<file path="config.mk">
export PLATFORM = sky130hd
export DESIGN_NAME = instr_mem_loader_flat
export DESIGN_NICKNAME = d
export VERILOG_FILES = /design/src/rtl/instr_mem_loader_pkg.sv /design/src/rtl/instr_mem_loader_if.sv /design/src/rtl/instr_mem_loader_byte_packer.sv /design/src/rtl/instr_mem_loader.sv /design/src/flat_wrapper.sv
export SDC_FILE = /design/constraint.sdc
export NUM_CORES = 1
export LEC_CHECK = 0
export ABC_AREA = 1
export CAP_MARGIN = 40
export CORE_UTILIZATION = 51
export CTS_BUF_LIST = sky130_fd_sc_hd__clkbuf_4
export DETAILED_ROUTE_END_ITERATION = 8
export PLACE_DENSITY_LB_ADDON = 0.12
export RECOVER_POWER = 50
export SYNTH_ARGS = -nofsm -noshare
export SYNTH_HDL_FRONTEND = slang
export SYNTH_SLANG_ARGS = --single-unit
</file>
<file path="constraint.sdc">
create_clock -name clk -period 4.59 [get_ports clk]
set_input_delay 0.918 -clock clk [delete_from_list [all_inputs] [get_ports clk]]
set_output_delay 0.918 -clock clk [all_outputs]
set_load 0.005 [all_outputs]
</file>
<file path="src/rtl/instr_mem_loader_pkg.sv">
// rtl/instr_mem_loader_pkg.sv - shared widths, state encoding and halt marker for the program loader
package instr_mem_loader_pkg;

    localparam int WIDTH_B_DEF = 32;
    localparam int ADDR_B_DEF  = 10;
    localparam logic [31:0] HALT_WORD_DEF = 32'hFFFF_FFFF;

    typedef enum logic [1:0] {
        S_IDLE  = 2'd0,
        S_RECV  = 2'd1,
        S_WRITE = 2'd2,
        S_DONE  = 2'd3
    } state_t;

    function automatic int bytes_per_word(input int width);
        return width / 8;
    endfunction

endpackage

</file>
<file path="src/rtl/instr_mem_loader_if.sv">
// rtl/instr_mem_loader_if.sv - byte stream, instruction memory write port and CPU hold/status bundle
interface instr_mem_loader_if
    import instr_mem_loader_pkg::*;
#(
    parameter int width_B = WIDTH_B_DEF,
    parameter int Addr_B  = ADDR_B_DEF
);
    logic               start;
    logic [7:0]         byte_in;
    logic               byte_valid;
    logic               byte_ready;
    logic               mem_we;
    logic [Addr_B-1:0]  mem_addr;
    logic [width_B-1:0] mem_din;
    logic               cpu_hold;
    logic               done;
    logic [Addr_B:0]    word_count;

    modport slave (
        input  start, byte_in, byte_valid,
        output byte_ready, mem_we, mem_addr, mem_din, cpu_hold, done, word_count
    );

    modport master (
        output start, byte_in, byte_valid,
        input  byte_ready, mem_we, mem_addr, mem_din, cpu_hold, done, word_count
    );

endinterface

</file>
<file path="src/rtl/instr_mem_loader_byte_packer.sv">
// rtl/instr_mem_loader_byte_packer.sv - packs accepted bytes MSB-first into one instruction word
module instr_mem_loader_byte_packer
    import instr_mem_loader_pkg::*;
#(
    parameter int width_B = WIDTH_B_DEF
) (
    input  logic               clk,
    input  logic               reset,
    input  logic               i_clear,
    input  logic               i_shift,
    input  logic [7:0]         i_byte,
    output logic [width_B-1:0] o_word,
    output logic               o_word_ready
);

    localparam int NB = bytes_per_word(width_B);
    localparam int IW = (NB > 1) ? $clog2(NB) : 1;

    // Only the older bytes need storage; the final byte is taken straight from the input.
    logic [width_B-9:0] r_shift;
    logic [IW-1:0]      r_idx;

    assign o_word       = {r_shift, i_byte};
    assign o_word_ready = i_shift && (r_idx == IW'(NB - 1));

    always_ff @(posedge clk or posedge reset) begin
        if (reset) begin
            r_shift <= '0;
            r_idx   <= '0;
        end else if (i_clear) begin
            r_shift <= '0;
            r_idx   <= '0;
        end else if (i_shift) begin
            r_shift <= o_word[width_B-9:0];
            r_idx   <= o_word_ready ? '0 : r_idx + IW'(1);
        end
    end

endmodule

</file>
<file path="src/rtl/instr_mem_loader.sv">
// rtl/instr_mem_loader.sv - loads a byte stream into instruction memory from address 0 while stalling the CPU
module instr_mem_loader
    import instr_mem_loader_pkg::*;
#(
    parameter int width_B = WIDTH_B_DEF,
    parameter int Addr_B  = ADDR_B_DEF,
    parameter logic [width_B-1:0] HALT_WORD = width_B'(HALT_WORD_DEF)
) (
    input  logic               clk,
    input  logic               reset,
    instr_mem_loader_if.slave  bus
);

    state_t             r_state;
    state_t             w_state_nxt;
    logic [Addr_B-1:0]  r_addr;
    logic [Addr_B-1:0]  r_mem_addr;
    logic [width_B-1:0] r_mem_din;
    logic [Addr_B:0]    r_word_count;
    logic               r_mem_we;
    logic               r_cpu_hold;
    logic               r_done;

    logic               w_byte_ready;
    logic               w_accept;
    logic               w_load_start;
    logic               w_word_ready;
    logic               w_last_addr;
    logic               w_halt;
    logic               w_we_d;
    logic               w_hold_d;
    logic               w_done_d;
    logic [width_B-1:0] w_word;

    assign w_accept     = bus.byte_valid && w_byte_ready;
    assign w_load_start = bus.start && ((r_state == S_IDLE) || (r_state == S_DONE));
    assign w_last_addr  = (r_addr == {Addr_B{1'b1}});
    assign w_halt       = (r_mem_din == HALT_WORD);

    instr_mem_loader_byte_packer #(
        .width_B (width_B)
    ) u_packer (
        .clk          (clk),
        .reset        (reset),
        .i_clear      (w_load_start),
        .i_shift      (w_accept),
        .i_byte       (bus.byte_in),
        .o_word       (w_word),
        .o_word_ready (w_word_ready)
    );

    always_comb begin
        w_state_nxt = r_state;
        case (r_state)
            S_IDLE:  if (w_load_start) w_state_nxt = S_RECV;
            S_RECV:  if (w_word_ready) w_state_nxt = S_WRITE;
            // Full memory ends the load rather than wrapping onto address 0.
            S_WRITE: w_state_nxt = (w_halt || w_last_addr) ? S_DONE : S_RECV;
            S_DONE:  if (w_load_start) w_state_nxt = S_RECV;
            default: w_state_nxt = S_IDLE;
        endcase
    end

    always_comb begin
        w_byte_ready = (r_state == S_RECV);
        w_we_d       = (w_state_nxt == S_WRITE);
        w_hold_d     = (w_state_nxt == S_RECV) || (w_state_nxt == S_WRITE);
        w_done_d     = (w_state_nxt == S_DONE);
    end

    always_ff @(posedge clk or posedge reset) begin
        if (reset) begin
            r_state      <= S_IDLE;
            r_addr       <= '0;
            r_mem_addr   <= '0;
            r_mem_din    <= '0;
            r_word_count <= '0;
            r_mem_we     <= 1'b0;
            r_cpu_hold   <= 1'b0;
            r_done       <= 1'b0;
        end else begin
            r_state    <= w_state_nxt;
            r_mem_we   <= w_we_d;
            r_cpu_hold <= w_hold_d;
            r_done     <= w_done_d;
            if (w_load_start) begin
                r_addr       <= '0;
                r_word_count <= '0;
            end
            if (w_word_ready) begin
                r_mem_addr <= r_addr;
                r_mem_din  <= w_word;
            end
            if (r_state == S_WRITE) begin
                r_word_count <= r_word_count + (Addr_B + 1)'(1);
                if (w_state_nxt == S_RECV)
                    r_addr <= r_addr + Addr_B'(1);
            end
        end
    end

    assign bus.byte_ready = w_byte_ready;
    assign bus.mem_we     = r_mem_we;
    assign bus.mem_addr   = r_mem_addr;
    assign bus.mem_din    = r_mem_din;
    assign bus.cpu_hold   = r_cpu_hold;
    assign bus.done       = r_done;
    assign bus.word_count = r_word_count;

endmodule
</file>
<file path="src/flat_wrapper.sv">
// flat-port wrapper written by rule: the top's interface ports become plain ports
module instr_mem_loader_flat import instr_mem_loader_pkg::*;
#(
    parameter int width_B = WIDTH_B_DEF,
    parameter int Addr_B  = ADDR_B_DEF,
    parameter logic [width_B-1:0] HALT_WORD = width_B'(HALT_WORD_DEF)
)
  (clk, reset, bus_start, bus_byte_in, bus_byte_valid, bus_byte_ready, bus_mem_we, bus_mem_addr, bus_mem_din, bus_cpu_hold, bus_done, bus_word_count);
  instr_mem_loader_if #(.width_B(width_B), .Addr_B(Addr_B)) bus_i ();
  input  logic clk;
  input  logic reset;
  input wire logic [$bits(bus_i.start)-1:0] bus_start;
  input wire logic [$bits(bus_i.byte_in)-1:0] bus_byte_in;
  input wire logic [$bits(bus_i.byte_valid)-1:0] bus_byte_valid;
  output wire logic [$bits(bus_i.byte_ready)-1:0] bus_byte_ready;
  output wire logic [$bits(bus_i.mem_we)-1:0] bus_mem_we;
  output wire logic [$bits(bus_i.mem_addr)-1:0] bus_mem_addr;
  output wire logic [$bits(bus_i.mem_din)-1:0] bus_mem_din;
  output wire logic [$bits(bus_i.cpu_hold)-1:0] bus_cpu_hold;
  output wire logic [$bits(bus_i.done)-1:0] bus_done;
  output wire logic [$bits(bus_i.word_count)-1:0] bus_word_count;
  assign bus_i.start = bus_start;
  assign bus_i.byte_in = bus_byte_in;
  assign bus_i.byte_valid = bus_byte_valid;
  assign bus_byte_ready = bus_i.byte_ready;
  assign bus_mem_we = bus_i.mem_we;
  assign bus_mem_addr = bus_i.mem_addr;
  assign bus_mem_din = bus_i.mem_din;
  assign bus_cpu_hold = bus_i.cpu_hold;
  assign bus_done = bus_i.done;
  assign bus_word_count = bus_i.word_count;
  instr_mem_loader #(.width_B(width_B), .Addr_B(Addr_B), .HALT_WORD(HALT_WORD)) u_core (.clk(clk), .reset(reset), .bus(bus_i));
endmodule
</file>
==> metrics.txt, run 1 <==
# TYPE chip_impl_metric gauge
chip_impl_info{name="outcome",value="finished with violations"} 1
chip_impl_info{name="violated_checks",value="max-capacitance violations, max-slew violations"} 1
chip_impl_metric{name="postSynth.asyncResetShare",unit="%"} 100
chip_impl_metric{name="synth_seq_area_share",unit="%"} 58.6
chip_impl_info{name="r2r-start",value="u_core.r_state[0]$_DFF_PP0_"} 1
chip_impl_metric{name="core_area",unit="µm²"} 7410
chip_impl_metric{name="rr_worst_depth",unit=""} 16
chip_impl_metric{name="synth_enable_flop_cells",unit=""} 0
chip_impl_metric{name="drt_iter0_drc",unit=""} 208
chip_impl_metric{name="synth.cell_area",unit="µm²"} 4010
chip_impl_metric{name="drt_first_pass_iters",unit=""} 5
chip_impl_metric{name="slew_violations",unit=""} 31
chip_impl_metric{name="port_buffers",unit=""} 68
chip_impl_metric{name="relSlewSlack",unit="%"} -1.06
chip_impl_metric{name="areaGrowthSynthToFinish",unit="%"} 22.5
chip_impl_metric{name="postSynthCellCount",unit=""} 450
chip_impl_metric{name="synth_fp_nets",unit=""} 471
chip_impl_info{name="synth_top_area_cell",value="sky130_fd_sc_hd__dfrtp_1"} 1
chip_impl_metric{name="critical_path_peak_fanout",unit=""} 26
chip_impl_info{name="final_common_cell",value="sky130_fd_sc_hd__nand2_1"} 1
chip_impl_metric{name="irDropWorstVdd",unit="mV"} 0.306
chip_impl_metric{name="worst-slew-pin-transition",unit="ns"} 1.52
chip_impl_info{name="layout.cells.most_common_list",value="sky130_fd_sc_hd__nand2_1, sky130_fd_sc_hd__dfrtp_1, sky130_fd_sc_hd__clkdlybuf4s50_1"} 1
chip_impl_metric{name="required",unit="ns"} 4.93
chip_impl_metric{name="place_hpwl",unit="mm"} 5.92
chip_impl_metric{name="post_synth.cell_area_avg",unit="µm²"} 8.91
chip_impl_info{name="rr_endpoint",value="u_core.r_addr[9]$_DFF_PP0_"} 1
chip_impl_metric{name="setup_viol_count_final",unit=""} 0
chip_impl_metric{name="initial_utilization",unit="%"} 54.1
chip_impl_metric{name="worst_clock_skew",unit="ns"} 0.0159
chip_impl_metric{name="fin_util",unit="%"} 66.3
chip_impl_metric{name="gp_congestion",unit=""} 0.836
chip_impl_metric{name="post_route_cells_drive_above_1_share",unit="%"} 4.59
chip_impl_metric{name="hold_depth",unit=""} 2
chip_impl_metric{name="drc_errors",unit=""} 0
chip_impl_metric{name="post_route_ant_nets",unit=""} 0
chip_impl_info{name="whs_endpoint",value="u_core.bus.mem_addr[9]$_DFFE_PP0P_"} 1
chip_impl_metric{name="fp.dieW",unit="µm"} 90.7
chip_impl_metric{name="grt.overflow.total",unit=""} 0
chip_impl_metric{name="place_area",unit="µm²"} 4770
chip_impl_metric{name="die_height",unit="µm"} 90.7
chip_impl_metric{name="via_count",unit=""} 3176
chip_impl_metric{name="tritoncts_num_sinks",unit=""} 94
chip_impl_info{name="rsz0062_at_grt",value="false"} 1
chip_impl_metric{name="cts-buffers-inserted",unit=""} 9
chip_impl_metric{name="largest_net_degree_at_the_start_of_global_routing",unit=""} 69
chip_impl_metric{name="post_cts_clock_slew_at_the_launch_and_capture_registers_of_the_worst_setup_and_hold_paths",unit="ns"} 0.15
chip_impl_info{name="ctsRootBufferMaster",value="sky130_fd_sc_hd__clkbuf_4"} 1
chip_impl_metric{name="num_antenna_cells",unit=""} 0
chip_impl_metric{name="p_leak",unit="µW"} 0.00225
chip_impl_metric{name="grt.met2_usage",unit="%"} 37.1
chip_impl_info{name="timing.setup.critical_path_class",value="input pin to register"} 1
chip_impl_metric{name="p_per_area",unit="nW/µm²"} 536
chip_impl_metric{name="clock_tree.htree_level_count",unit=""} 3
chip_impl_metric{name="die_area",unit="µm²"} 8220
chip_impl_metric{name="maximum_number_of_buffers_from_clock_root_to_sink",unit=""} 2
chip_impl_metric{name="tns",unit="ns"} 0
chip_impl_metric{name="synth_seq_cells",unit=""} 94
chip_impl_metric{name="yosys_warnings",unit=""} 0
chip_impl_info{name="clock_tree_from_tritoncts",value="done"} 1
chip_impl_info{name="hold_path_startpoint",value="u_core.bus.mem_addr[9]$_DFFE_PP0P_"} 1
chip_impl_metric{name="grt_antenna_before_repair",unit=""} 0
chip_impl_metric{name="final_nets",unit=""} 539
chip_impl_metric{name="worst-r2r-setup-slack",unit="ns"} 1.15
chip_impl_metric{name="globalRouteMet3Util",unit="%"} 3.03
chip_impl_metric{name="routedWlPerCell",unit="µm"} 13.3
chip_impl_metric{name="gr_usage_total",unit="%"} 21.8
chip_impl_metric{name="arrival_time_of_the_worst_setup_path",unit="ns"} 3.80
chip_impl_metric{name="hold_viol",unit=""} 0
chip_impl_info{name="yosys-top-cells-area",value="sky130_fd_sc_hd__dfrtp_1, sky130_fd_sc_hd__nand2_1, sky130_fd_sc_hd__o21ai_0, sky130_fd_sc_hd__inv_1, sky130_fd_sc_hd__nand3_1"} 1
chip_impl_metric{name="maxClockFrequency",unit="GHz"} 0.289
chip_impl_metric{name="finalCriticalPeriod",unit="ns"} 3.46
chip_impl_metric{name="drt-vias-per-instance",unit=""} 5.11
chip_impl_metric{name="grt_pass1_wl",unit="mm"} 14.3
chip_impl_metric{name="count_of_cell_types_in_the_netlist",unit=""} 28
chip_impl_info{name="hp-class",value="register to register"} 1
chip_impl_metric{name="pin_count",unit=""} 69
chip_impl_metric{name="fin_hold_ws",unit="ns"} 0.491
chip_impl_metric{name="cts_repair_resize_count",unit=""} 0
chip_impl_metric{name="min_period_over_period",unit="%"} 75.4
chip_impl_metric{name="first_global_vias",unit=""} 3118
chip_impl_metric{name="worstSkewPairLatency",unit="ns"} 0.43
chip_impl_info{name="setup_crit_start_kind",value="input pin"} 1
chip_impl_info{name="critPathCaptureType",value="register"} 1
chip_impl_info{name="synth_flop_cell",value="sky130_fd_sc_hd__dfrtp_1"} 1
chip_impl_metric{name="synth.top_cell.area_share",unit="%"} 58.6
chip_impl_metric{name="design_area",unit="µm²"} 4910
chip_impl_metric{name="cts_post_setup_buffers_inserted",unit=""} 0
chip_impl_metric{name="cap_violations",unit=""} 1
chip_impl_metric{name="grt.met1_usage",unit="%"} 28.1
chip_impl_metric{name="finalWirelength",unit="mm"} 8.30
chip_impl_metric{name="floorplan.rows",unit=""} 31
chip_impl_info{name="grt-busiest-layer",value="met2"} 1
chip_impl_metric{name="post_cts_hold_buffer_count",unit=""} 0
## cell usage after synthesis, types with 4 or more instances
master,number
sky130_fd_sc_hd__nand3_1,29
sky130_fd_sc_hd__o21ai_1,4
sky130_fd_sc_hd__nand2_1,126
sky130_fd_sc_hd__clkbuf_1,5
sky130_fd_sc_hd__nor2_1,19
sky130_fd_sc_hd__buf_2,9
sky130_fd_sc_hd__dfrtp_1,94
sky130_fd_sc_hd__ha_1,9
sky130_fd_sc_hd__a21oi_1,6
sky130_fd_sc_hd__nand4_1,5
sky130_fd_sc_hd__o22ai_1,9
sky130_fd_sc_hd__o21ai_0,60
sky130_fd_sc_hd__inv_1,55
## sequential cells by signal (all words and copies together) (netlist names)
signal	flops
u_core.bus.mem_din	32
u_core.u_packer.r_shift	24
u_core.bus.word_count	11
u_core.bus.mem_addr	10
u_core.r_addr	10
u_core.r_state	2
u_core.u_packer.r_idx	2
u_core.bus.cpu_hold	1
u_core.bus.done	1
u_core.bus.mem_we	1
## cell families after synthesis
| family | share of synthesized area, % |
|---|---|
| AO/OA/AOI/OAI | 11.1 |
| XOR/XNOR | 0.218 |
| adder cells (fa/ha/maj) | 2.81 |
| flip-flops | 58.6 |
| multiplexers | 0.499 |
| AND/OR/NAND/NOR | 19.4 |
| buffers and inverters | 7.39 |
## how the worst max path moves through the flow
stage / end / cells past startpoint / start
2_1_floorplan: u_core.bus.cpu_hold$_DFF_PP0_ / 1 / reset
3_5_place_dp: u_core.r_addr[9]$_DFF_PP0_ / 15 / bus_byte_valid
3_3_place_gp: u_core.r_addr[9]$_DFF_PP0_ / 15 / bus_byte_valid
4_1_cts: u_core.r_addr[9]$_DFF_PP0_ / 15 / bus_byte_valid
6_report: u_core.r_addr[9]$_DFF_PP0_ / 15 / bus_start
5_1_grt: u_core.r_addr[9]$_DFF_PP0_ / 15 / bus_byte_valid
## through the flow
stage / worst slack, ns / power [µW] / std cells
after detailed placement: 1.33 / 2170 / 606
after floorplan: 1.22 / 1710 / 450
after global placement: 1.40 / 2140 / 606
final: 1.13 / 2630 / 622
after global routing: 0.803 / 2830 / 622
after CTS: 1.80 / 2680 / 622
## worst max-delay path, stage by stage
cell,delay (ns)
sky130_fd_sc_hd__clkdlybuf4s50_1,0.40
sky130_fd_sc_hd__nand2_1,0.06
sky130_fd_sc_hd__clkbuf_1,0.84
sky130_fd_sc_hd__inv_1,0.20
sky130_fd_sc_hd__a211oi_1,0.23
sky130_fd_sc_hd__a21oi_1,0.15
sky130_fd_sc_hd__ha_1,0.23
sky130_fd_sc_hd__nand2_2,0.15
sky130_fd_sc_hd__inv_2,0.08
sky130_fd_sc_hd__nor2_1,0.19
sky130_fd_sc_hd__inv_2,0.12
sky130_fd_sc_hd__nand2_1,0.08
sky130_fd_sc_hd__o21ai_1,0.06
sky130_fd_sc_hd__nand2_1,0.06
sky130_fd_sc_hd__inv_1,0.03
## layout make-up
type	count	area, µm²
inverter	59	223
multi-input combinational	282	1350
fill	623	2490
clock buffer	9	67.6
clock inverter	7	96.3
tap	99	124
timing repair buffer	72	698
sequential	94	2350
## metal layers
metal  up-vias  routed length (µm)
li1       1579                   -
met1      1518                3590
met2        66                4320
met3        13                 255
met4         0                 136
met5         -                   0
## where the power goes
group	switching (µW)	total, µW	internal, µW
registers	160	1230	1070
clock network	276	498	222
logic	479	906	427
No activity file was read; power rests on OpenSTA's default activity.
==> inputs of run 2 (changes only) <==
- CORE_UTILIZATION: 51 -> 49
- clock period: 4.59 -> 3.1 ns (I/O delays scaled with it)
==> run 2 against run 1 <==
  * The run now ends clean
  * Total power is 49% higher
  * Sequential share of layout area is 0.34 points lower
  * Critical path depth is 1 higher
  * Global-route usage is 0.066 points lower
  * Cell count is 0.96% higher
==> metrics.txt, run 2 (synthesis results as in run 1) <==
# TYPE chip_impl_metric gauge
chip_impl_info{name="outcome",value="finished clean"} 1
chip_impl_metric{name="grt.overflow.total",unit=""} 0
chip_impl_metric{name="initial_utilization",unit="%"} 51.4
chip_impl_metric{name="combPwrFrac",unit="%"} 34.6
chip_impl_metric{name="final_nets",unit=""} 542
chip_impl_metric{name="p_leak",unit="µW"} 0.00228
chip_impl_metric{name="relSlewSlack",unit="%"} 14.1
chip_impl_metric{name="post_route_cells_drive_above_1_share",unit="%"} 5.13
chip_impl_metric{name="gp_congestion",unit=""} 0.847
chip_impl_metric{name="cts_post_setup_buffers_inserted",unit=""} 0
chip_impl_info{name="rr_endpoint",value="u_core.r_addr[9]$_DFF_PP0_"} 1
chip_impl_metric{name="pwr-share-seq",unit="%"} 46.5
chip_impl_metric{name="drt_iter0_drc",unit=""} 172
chip_impl_metric{name="setup_viol_count_final",unit=""} 0
chip_impl_metric{name="place_hpwl",unit="mm"} 5.92
chip_impl_metric{name="core_area",unit="µm²"} 7810
chip_impl_metric{name="maximum_number_of_buffers_from_clock_root_to_sink",unit=""} 2
chip_impl_info{name="r2r-start",value="u_core.r_state[0]$_DFF_PP0_"} 1
chip_impl_info{name="ctsRootBufferMaster",value="sky130_fd_sc_hd__clkbuf_4"} 1
chip_impl_metric{name="areaGrowthSynthToFinish",unit="%"} 23.4
chip_impl_metric{name="drt-vias-per-instance",unit=""} 5.05
chip_impl_metric{name="post_cts_hold_buffer_count",unit=""} 0
chip_impl_metric{name="power",unit="µW"} 3910
chip_impl_metric{name="routedWlPerCell",unit="µm"} 13.6
chip_impl_metric{name="fin_util",unit="%"} 63.4
chip_impl_metric{name="worst_clock_skew",unit="ns"} 0.0170
chip_impl_metric{name="critical_path_peak_fanout",unit=""} 25
chip_impl_metric{name="pin_count",unit=""} 69
chip_impl_metric{name="cts_repair_resize_count",unit=""} 0
chip_impl_info{name="hp-class",value="register to register"} 1
chip_impl_info{name="crit_chain",value="inv_1 > ha_1 > nand2_1 > buf_4 > a31oi_1 > nand2_1 > nand2_1 > ha_1 > nand2_2 > inv_2 > nor2_1 > inv_2 > nand2_1 > o21ai_1 > nand2_1 > inv_1"} 1
chip_impl_metric{name="finalWirelength",unit="mm"} 8.55
chip_impl_metric{name="cp_slowest_stage_delay",unit="ns"} 0.45
chip_impl_metric{name="hold_viol",unit=""} 0
chip_impl_metric{name="drc_errors",unit=""} 0
chip_impl_metric{name="maxClockFrequency",unit="GHz"} 0.406
chip_impl_metric{name="via_count",unit=""} 3170
chip_impl_metric{name="required",unit="ns"} 3.46
chip_impl_metric{name="power_report.internal_total",unit="µW"} 2560
chip_impl_metric{name="fp.dieW",unit="µm"} 92.5
chip_impl_info{name="layout.cells.most_common_list",value="sky130_fd_sc_hd__nand2_1, sky130_fd_sc_hd__dfrtp_1, sky130_fd_sc_hd__clkdlybuf4s50_1"} 1
chip_impl_info{name="setup_crit_start_kind",value="register"} 1
chip_impl_info{name="final_common_cell",value="sky130_fd_sc_hd__nand2_1"} 1
chip_impl_metric{name="port_buffers",unit=""} 68
chip_impl_info{name="whs_endpoint",value="u_core.bus.mem_addr[4]$_DFFE_PP0P_"} 1
chip_impl_metric{name="timing.final.ws_setup",unit="ns"} 0.637
chip_impl_metric{name="post_route_ant_nets",unit=""} 0
chip_impl_metric{name="die_area",unit="µm²"} 8550
chip_impl_metric{name="post_cts_clock_slew_at_the_launch_and_capture_registers_of_the_worst_setup_and_hold_paths",unit="ns"} 0.15
chip_impl_metric{name="finalCriticalPeriod",unit="ns"} 2.46
chip_impl_metric{name="grt_antenna_before_repair",unit=""} 0
chip_impl_info{name="critPathCaptureType",value="register"} 1
chip_impl_metric{name="drt_first_pass_iters",unit=""} 4
chip_impl_metric{name="tns",unit="ns"} 0
chip_impl_info{name="timing.setup.critical_path_class",value="register to register"} 1
chip_impl_metric{name="cp_num_buf_inv",unit=""} 5
chip_impl_metric{name="grt_pass1_wl",unit="mm"} 14.5
chip_impl_metric{name="worst-r2r-setup-slack",unit="ns"} 0.64
chip_impl_info{name="cp_slowest_cell",value="sky130_fd_sc_hd__dfrtp_1"} 1
chip_impl_metric{name="p_per_area",unit="nW/µm²"} 790
chip_impl_metric{name="clkPwrFrac",unit="%"} 18.9
chip_impl_metric{name="slew_violations",unit=""} 0
chip_impl_metric{name="clock_tree.htree_level_count",unit=""} 3
chip_impl_metric{name="largest_net_degree_at_the_start_of_global_routing",unit=""} 57
chip_impl_info{name="clock_tree_from_tritoncts",value="done"} 1
chip_impl_info{name="hold_path_startpoint",value="u_core.bus.mem_addr[4]$_DFFE_PP0P_"} 1
chip_impl_metric{name="cap_violations",unit=""} 0
chip_impl_metric{name="hold_depth",unit=""} 2
chip_impl_metric{name="largest_register_ffs",unit=""} 32
chip_impl_metric{name="cts-buffers-inserted",unit=""} 9
chip_impl_info{name="crit_family",value="simple AND/OR/NAND/NOR gates"} 1
chip_impl_info{name="crit_top_cell",value="sky130_fd_sc_hd__nand2_1"} 1
chip_impl_metric{name="min_period_over_period",unit="%"} 79.5
chip_impl_metric{name="worst-slew-pin-transition",unit="ns"} 1.28
chip_impl_metric{name="first_global_vias",unit=""} 3120
chip_impl_metric{name="arrival_time_of_the_worst_setup_path",unit="ns"} 2.82
chip_impl_metric{name="die_height",unit="µm"} 92.5
chip_impl_info{name="rsz0062_at_grt",value="false"} 1
chip_impl_metric{name="gr_usage_total",unit="%"} 21.7
chip_impl_metric{name="floorplan.rows",unit=""} 32
chip_impl_metric{name="total_switching_power",unit="µW"} 1350
chip_impl_metric{name="tritoncts_num_sinks",unit=""} 94
chip_impl_metric{name="pre_cts_slack",unit="ns"} 0.442
chip_impl_metric{name="power.share.switching",unit="%"} 34.5
chip_impl_metric{name="rr_worst_depth",unit=""} 16
chip_impl_metric{name="num_antenna_cells",unit=""} 0
chip_impl_metric{name="irDropWorstVdd",unit="mV"} 0.579
chip_impl_metric{name="worstSkewPairLatency",unit="ns"} 0.44
## run 2: cell count changes in the layout (fill, tap and decap cells not counted), moves of 2 or more
cell / change
sky130_fd_sc_hd__clkinv_2: +2
sky130_fd_sc_hd__dlygate4sd3_1: -2
sky130_fd_sc_hd__clkdlybuf4s50_1: +2
sky130_fd_sc_hd__buf_4: +2
## run 2: through the flow
| stage | hold WS [ns] | cell area, µm² | std cells |
|---|---|---|---|
| 2_1_floorplan | 0.465 | 4010 | 450 |
| 3_3_place_gp | 0.456 | 4810 | 612 |
| 3_5_place_dp | 0.468 | 4810 | 612 |
| 4_1_cts | 0.501 | 4970 | 628 |
| 5_1_grt | 0.519 | 4950 | 628 |
| 6_report | 0.497 | 4950 | 628 |
## run 2: cell type report
class / instances / area, µm²
inverter: 59 / 223
tap: 102 / 128
clock buffer: 10 / 75.1
clock inverter: 6 / 86.3
fill: 678 / 2860
multi-input combinational: 282 / 1350
sequential: 94 / 2350
timing repair buffer: 75 / 732
## run 2: how the worst max path moves through the flow
stage | startpoint | endpoint | cells after the start
2_1_floorplan | reset | u_core.bus.cpu_hold$_DFF_PP0_ | 1
3_3_place_gp | bus_start | u_core.r_addr[9]$_DFF_PP0_ | 15
3_5_place_dp | bus_byte_valid | u_core.r_addr[9]$_DFF_PP0_ | 15
4_1_cts | u_core.r_state[0]$_DFF_PP0_ | u_core.r_addr[9]$_DFF_PP0_ | 16
5_1_grt | reset | u_core.u_packer.r_shift[14]$_DFFE_PP0P_ | 3
6_report | u_core.r_state[0]$_DFF_PP0_ | u_core.r_addr[9]$_DFF_PP0_ | 16
## run 2: worst register-to-register path: cells and delay by family (launching register included)
family	cells	cell delay, ns
compound gates	2	0.20
simple gates	7	0.70
fa+ha+maj	2	0.50
flops	1	0.45
buf+inv	5	0.53
## run 2: power groups by stage
stage	logic (µW)	clock network (µW)	registers, µW
floorplan	706	0	1820
global placement	1340	0	1830
detailed placement	1370	0	1840
CTS	1380	752	1820
global route	1530	792	1870
finish	1350	737	1820
## run 2: per-layer routing
| metal | vias to the layer above | wire length [µm] | GRT usage, % | part of all wire (%) |
|---|---|---|---|---|
| met3 | 10 | 267 | 2.87 | 3.1 |
| met4 | 0 | 129 | 8.59 | 1.5 |
| met1 | 1533 | 3850 | 28.0 | 45 |
| li1 | 1577 | - | - | - |
| met2 | 50 | 4310 | 37.2 | 50 |
| met5 | - | 0 | 0 | 0 |
